### src/rtl/alu_share_ctrl_if.sv
// Requester-side handshake bundle for the shared-ALU controller: one instance per requester.
interface alu_share_ctrl_if;
  logic        req_i;
  logic [2:0]  ctrl_i;
  logic [31:0] a_i;
  logic [31:0] b_i;
  logic        gnt_o;
  logic        done_o;

  modport master (output req_i, ctrl_i, a_i, b_i, input gnt_o, done_o);
  modport slave  (input req_i, ctrl_i, a_i, b_i, output gnt_o, done_o);
endinterface

### src/rtl/alu_share_ctrl.sv
// Round-robin sharing of one combinational ALU between two requesters; operands are held
// for one cycle, or MUL_CYCLES cycles for multiply, then a registered result is returned.
module alu_share_ctrl #(
  parameter int unsigned MUL_CYCLES = 3
) (
  input  logic                   clk_i,
  input  logic                   rst_i,
  alu_share_ctrl_if.slave        rq0,
  alu_share_ctrl_if.slave        rq1,
  output logic [31:0]            alu_a_o,
  output logic [31:0]            alu_b_o,
  output logic [2:0]             alu_ctrl_o,
  input  logic [31:0]            alu_res_i,
  output logic [31:0]            result_o,
  output logic                   busy_o
);

  localparam logic [2:0] MUL_ALUCTRL = 3'b111;
  localparam logic [3:0] MUL_LOAD    = 4'(MUL_CYCLES);

  typedef enum logic [1:0] {IDLE, EXEC, DONE} state_t;

  state_t      state_q, state_d;
  logic        ptr_q, ptr_d;
  logic        owner_q, owner_d;
  logic [3:0]  cnt_q, cnt_d;
  logic [31:0] a_q, a_d;
  logic [31:0] b_q, b_d;
  logic [2:0]  ctrl_q, ctrl_d;
  logic [31:0] result_q, result_d;
  logic        gnt0, gnt1;
  logic [2:0]  sel_ctrl;

  always_ff @(posedge clk_i or posedge rst_i) begin
    if (rst_i) begin
      state_q  <= IDLE;
      ptr_q    <= 1'b0;
      owner_q  <= 1'b0;
      cnt_q    <= '0;
      a_q      <= '0;
      b_q      <= '0;
      ctrl_q   <= '0;
      result_q <= '0;
    end else begin
      state_q  <= state_d;
      ptr_q    <= ptr_d;
      owner_q  <= owner_d;
      cnt_q    <= cnt_d;
      a_q      <= a_d;
      b_q      <= b_d;
      ctrl_q   <= ctrl_d;
      result_q <= result_d;
    end
  end

  // Grants are gated by reset because the async reset only forces state, not req inputs.
  always_comb begin
    state_d  = state_q;
    ptr_d    = ptr_q;
    owner_d  = owner_q;
    cnt_d    = cnt_q;
    a_d      = a_q;
    b_d      = b_q;
    ctrl_d   = ctrl_q;
    result_d = result_q;
    gnt0     = 1'b0;
    gnt1     = 1'b0;
    sel_ctrl = gnt1 ? rq1.ctrl_i : rq0.ctrl_i;
    unique case (state_q)
      IDLE: begin
        if (!rst_i) begin
          gnt0 = rq0.req_i && (!rq1.req_i || !ptr_q);
          gnt1 = rq1.req_i && (!rq0.req_i ||  ptr_q);
        end
        sel_ctrl = gnt1 ? rq1.ctrl_i : rq0.ctrl_i;
        if (gnt0 || gnt1) begin
          owner_d = gnt1;
          ptr_d   = gnt0;
          a_d     = gnt1 ? rq1.a_i : rq0.a_i;
          b_d     = gnt1 ? rq1.b_i : rq0.b_i;
          ctrl_d  = sel_ctrl;
          cnt_d   = (sel_ctrl == MUL_ALUCTRL) ? MUL_LOAD : 4'd1;
          state_d = EXEC;
        end
      end
      EXEC: begin
        if (cnt_q == 4'd1) begin
          result_d = alu_res_i;
          state_d  = DONE;
        end else begin
          cnt_d = cnt_q - 4'd1;
        end
      end
      DONE:    state_d = IDLE;
      default: state_d = IDLE;
    endcase
  end

  assign rq0.gnt_o  = gnt0;
  assign rq1.gnt_o  = gnt1;
  assign rq0.done_o = (state_q == DONE) && !owner_q;
  assign rq1.done_o = (state_q == DONE) &&  owner_q;
  assign busy_o     = (state_q != IDLE);
  assign alu_a_o    = a_q;
  assign alu_b_o    = b_q;
  assign alu_ctrl_o = ctrl_q;
  assign result_o   = result_q;

endmodule
### src/flat_wrapper.sv
// flat-port wrapper written by rule: the top's interface ports become plain ports
module alu_share_ctrl_flat 
#(
  parameter int unsigned MUL_CYCLES = 3
)
  (clk_i, rst_i, alu_a_o, alu_b_o, alu_ctrl_o, alu_res_i, result_o, busy_o, rq0_req_i, rq0_ctrl_i, rq0_a_i, rq0_b_i, rq0_gnt_o, rq0_done_o, rq1_req_i, rq1_ctrl_i, rq1_a_i, rq1_b_i, rq1_gnt_o, rq1_done_o);
  alu_share_ctrl_if rq0_i ();
  alu_share_ctrl_if rq1_i ();
  input  logic clk_i;
  input  logic rst_i;
  output logic [31:0] alu_a_o;
  output logic [31:0] alu_b_o;
  output logic [2:0] alu_ctrl_o;
  input  logic [31:0] alu_res_i;
  output logic [31:0] result_o;
  output logic busy_o;
  input wire logic [$bits(rq0_i.req_i)-1:0] rq0_req_i;
  input wire logic [$bits(rq0_i.ctrl_i)-1:0] rq0_ctrl_i;
  input wire logic [$bits(rq0_i.a_i)-1:0] rq0_a_i;
  input wire logic [$bits(rq0_i.b_i)-1:0] rq0_b_i;
  output wire logic [$bits(rq0_i.gnt_o)-1:0] rq0_gnt_o;
  output wire logic [$bits(rq0_i.done_o)-1:0] rq0_done_o;
  input wire logic [$bits(rq1_i.req_i)-1:0] rq1_req_i;
  input wire logic [$bits(rq1_i.ctrl_i)-1:0] rq1_ctrl_i;
  input wire logic [$bits(rq1_i.a_i)-1:0] rq1_a_i;
  input wire logic [$bits(rq1_i.b_i)-1:0] rq1_b_i;
  output wire logic [$bits(rq1_i.gnt_o)-1:0] rq1_gnt_o;
  output wire logic [$bits(rq1_i.done_o)-1:0] rq1_done_o;
  assign rq0_i.req_i = rq0_req_i;
  assign rq0_i.ctrl_i = rq0_ctrl_i;
  assign rq0_i.a_i = rq0_a_i;
  assign rq0_i.b_i = rq0_b_i;
  assign rq0_gnt_o = rq0_i.gnt_o;
  assign rq0_done_o = rq0_i.done_o;
  assign rq1_i.req_i = rq1_req_i;
  assign rq1_i.ctrl_i = rq1_ctrl_i;
  assign rq1_i.a_i = rq1_a_i;
  assign rq1_i.b_i = rq1_b_i;
  assign rq1_gnt_o = rq1_i.gnt_o;
  assign rq1_done_o = rq1_i.done_o;
  alu_share_ctrl #(.MUL_CYCLES(MUL_CYCLES)) u_core (.clk_i(clk_i), .rst_i(rst_i), .rq0(rq0_i), .rq1(rq1_i), .alu_a_o(alu_a_o), .alu_b_o(alu_b_o), .alu_ctrl_o(alu_ctrl_o), .alu_res_i(alu_res_i), .result_o(result_o), .busy_o(busy_o));
endmodule
### config.mk
export PLATFORM = sky130hd
export DESIGN_NAME = alu_share_ctrl_flat
export DESIGN_NICKNAME = d
export VERILOG_FILES = /design/src/rtl/alu_share_ctrl_if.sv /design/src/rtl/alu_share_ctrl.sv /design/src/flat_wrapper.sv
export SDC_FILE = /design/constraint.sdc
export NUM_CORES = 1
export LEC_CHECK = 0
export CAP_MARGIN = 20
export CELL_PAD_IN_SITES_DETAIL_PLACEMENT = 2
export CELL_PAD_IN_SITES_GLOBAL_PLACEMENT = 2
export CORE_MARGIN = 3
export CORE_UTILIZATION = 23
export DETAILED_ROUTE_END_ITERATION = 8
export PLACE_DENSITY_LB_ADDON = 0.1
export REMOVE_ABC_BUFFERS = 1
export SLEW_MARGIN = 10
export SYNTH_ARGS = -nofsm -noshare
export SYNTH_HDL_FRONTEND = slang
export SYNTH_SLANG_ARGS = --single-unit
### constraint.sdc
create_clock -name clk_i -period 9.65 [get_ports clk_i]
set_clock_uncertainty 0.15 [all_clocks]
set_input_delay 2.895 -clock clk_i [delete_from_list [all_inputs] [get_ports clk_i]]
set_output_delay 2.895 -clock clk_i [all_outputs]
set_load 0.01 [all_outputs]
==> flow_summary.toml <==
[status]
outcome = "finished clean"

[power_and_ir_drop]
internal_power_mw = 1.528
pwr-share-seq = 0.344
p_switching_mw = 0.7802
swShare = 0.3380
p_clk_frac = 0.161
power_frac_comb = 0.496
powerDensity_nw_per_um2 = 284.8
leakage_nw = 3.808
vdd_ir_drop_max_mv = 0.1197
finalPower_mw = 2.308

[sta]
slew_headroom = 0.3410
setup_viol = 0
slew_violations = 0
hold_viol = 0
clock.fmax_ghz = 0.1292
finalWorstSetupSlack_ns = 1.909
tightest_slew_ns = 0.9885
whs_ns = 0.3328
finalCritPeriodShare = 0.8021
period_needed_ns = 7.741
rsz0062_at_grt = "no"

[clock_tree]
holdBufCountCts = 0
cts_resized = 0
clk_pin_slew_ns = 0.07
tritoncts = "yes"
cts_inserted_buffers = 9
ctsLongestPathBuffers = 2
cts_max_level = 3
cts_setup_buffers = 0
clock_latency_ns = 0.35
clock-sinks = 107
root_buffer = "clkbuf_16"

[routing]
wl_per_cell_um = 18.64
detail-route-antenna-nets = 0
first_pass_iters = 3
postRouteWirelength_mm = 17.58
via_per_inst = 4.327
vias = 4080
remaining_drc_errors = 0
first_iter_violations = 50

[synth]
yosysWarningCount = 0
syn_avg_cell_area_sq_um = 11.94
synth_top_family_by_area = "multiplexers"
synth_xor_area_frac = 0.003615
synth.area.mux_share = 0.2396
synth.distinct_cells = 31
synth_compound_area_frac = 0.07772
yosys.area_share.simple = 0.08159
yosysSeqAreaShare = 0.5525
synth-seq-cells = 107
synth_area_sq_um = 4846
synthAdderAreaFrac = 0.005164
synthCells = 406

[placed_design]
port_buffers = 273
globalplace.congestion = 0.7364
pre_cts_slack_ns = 1.902
hpwl_mm = 13.43

[global_routing]
grt_start_max_net_pins = 93
use_met3 = 0.06972
grt-ovfl-total = 0
grt.busiest_layer = "met2"
grt_pass1_wl_mm = 26.06
track_usage = 0.1489
grt_pass1_vias = 4516
grt.met2_usage = 0.2494
use_met1 = 0.1694
antenna_found_initial = 0

[min_path]
hold_depth = 2
hold_path_class = "flip-flop to flip-flop"

[final_layout]
mostFrequentLayoutCell = "clkdlybuf4s50_1"
finalNetCount = 841
diodes = 0
final_util = 0.3955
drive_gt1_frac = 0.08915
synthToLayoutAreaGrowth_pct = 67.26
layout_common_cells = "clkdlybuf4s50_1 (273), dfrtp_1 (107), nand2_1 (72), mux2i_1 (68), o21ai_0 (64)"

[worst_setup_path]
crit_chain = "clkdlybuf4s50_1, nor3_1, and3_1, clkdlybuf4s50_1"
cp_slowest_cell = "clkdlybuf4s50_1"
path_common_cell = "clkdlybuf4s50_1"
cp-end-kind = "output pin"
cp.required_ns = 6.61
cpLargestDelayFamily = "buffers and inverters"
path_buf_inv = 2
cp_data_arrival_time_ns = 4.70
startpoint_type = "input pin"
cp.depth = 4
rr_worst_depth = 6
crit_type = "input pin to output pin"
cp_slowest_stage_delay_ns = 0.55
cp_max_fo = 3

[floorplanning]
io_pins = 274
coreArea_sq_um = 20490
dieArea_sq_um = 22850
die_w_um = 151.2
dieHeight_um = 151.2
initial_utilization = 0.2364
row_count = 52

[run]
drv_cap = 0
## worst paths after layout
check                                startpoint                   end  slack, ns
max                                       rst_i             rq0_gnt_o       1.91
min                        u_core.alu_ctrl_o[2]  u_core.alu_ctrl_o[2]       0.33
max reg2reg                        u_core.ptr_q    u_core.alu_a_o[15]       6.98
min reg2reg                u_core.alu_ctrl_o[2]  u_core.alu_ctrl_o[2]       0.33
max in group asynchronous                 rst_i     u_core.alu_a_o[9]       5.12
min in group asynchronous                 rst_i  u_core.alu_ctrl_o[2]       2.86
## flip-flops by register name, indices dropped and copies added, names as in the netlist
register	flops
u_core.alu_ctrl_o	3
u_core.result_o	32
u_core.cnt_q	4
u_core.owner_q	1
u_core.alu_a_o	32
u_core.state_q	2
u_core.ptr_q	1
u_core.alu_b_o	32
## Yosys cell counts (all sizes together)
master,instances,share of area
nand2b,2,0.0041
and3b,1,0.0018
nor4bb,1,0.0021
or3b,1,0.0023
ha,2,0.0052
o21a,1,0.0015
mux2i,68,0.14
o31ai,1,0.0015
nor2,3,0.0023
nand2,72,0.056
and2b,1,0.0018
xor2,2,0.0036
or2,1,0.0013
nand3,5,0.0052
a21o,2,0.0031
o21ai,68,0.070
dfrtp,107,0.55
and3,1,0.0013
inv,4,0.0031
buf,17,0.030
nor3b,1,0.0015
mux2,33,0.099
a31oi,1,0.0013
clkbuf,9,0.0070
nor3,2,0.0021
## logic make-up after synthesis
| logic type | after synthesis |
|---|---|
| compound gates | 73 |
| fa+ha+maj | 2 |
| buf+inv | 30 |
| mux | 101 |
| simple gates | 91 |
| flops | 107 |
| xor+xnor | 2 |
## power groups by stage
stage / Clock [mW] / Sequential, mW / Combinational [mW]
3_5_place_dp: 0 / 0.803 / 1.16
6_report: 0.371 / 0.793 / 1.14
5_1_grt: 0.411 / 0.828 / 1.24
4_1_cts: 0.389 / 0.798 / 1.17
2_1_floorplan: 0 / 0.887 / 0.440
3_3_place_gp: 0 / 0.790 / 1.13
## area by class of cell
type	instances	area [sq um]
Multi-Input combinational cell	269	1999
Sequential cell	107	2678
Inverter	4	17.52
Clock buffer	9	225.2
Tap cell	270	337.8
Fill cell	2144	12390
Clock inverter	6	65.06
Timing Repair Buffer	278	2783
## metrics by stage
stage                     area, sq um  cells  setup TNS (ns)
after global placement           7795    927               0
after CTS                        8085    942               0
after global routing             8105    943               0
after floorplan                  4668    380          -32.04
final                            8105    943               0
after detailed placement         7795    927               0
## worst register-to-register path: cells and delay by family (launching register included)
family                 cells  cell delay [ns]
AOI/OAI and AO/OA          1             0.12
buffers and inverters      2             1.10
DFF                        1             0.40
muxes                      1             0.41
and+or+nand+nor            2             0.34
## metal layers
layer  up-vias  wire length [um]
met5         -                 0
met4         0               274
met3        16              1938
met2       173              8550
met1      1974              6816
li1       1917                 -
(Power assumes the default switching activity.)
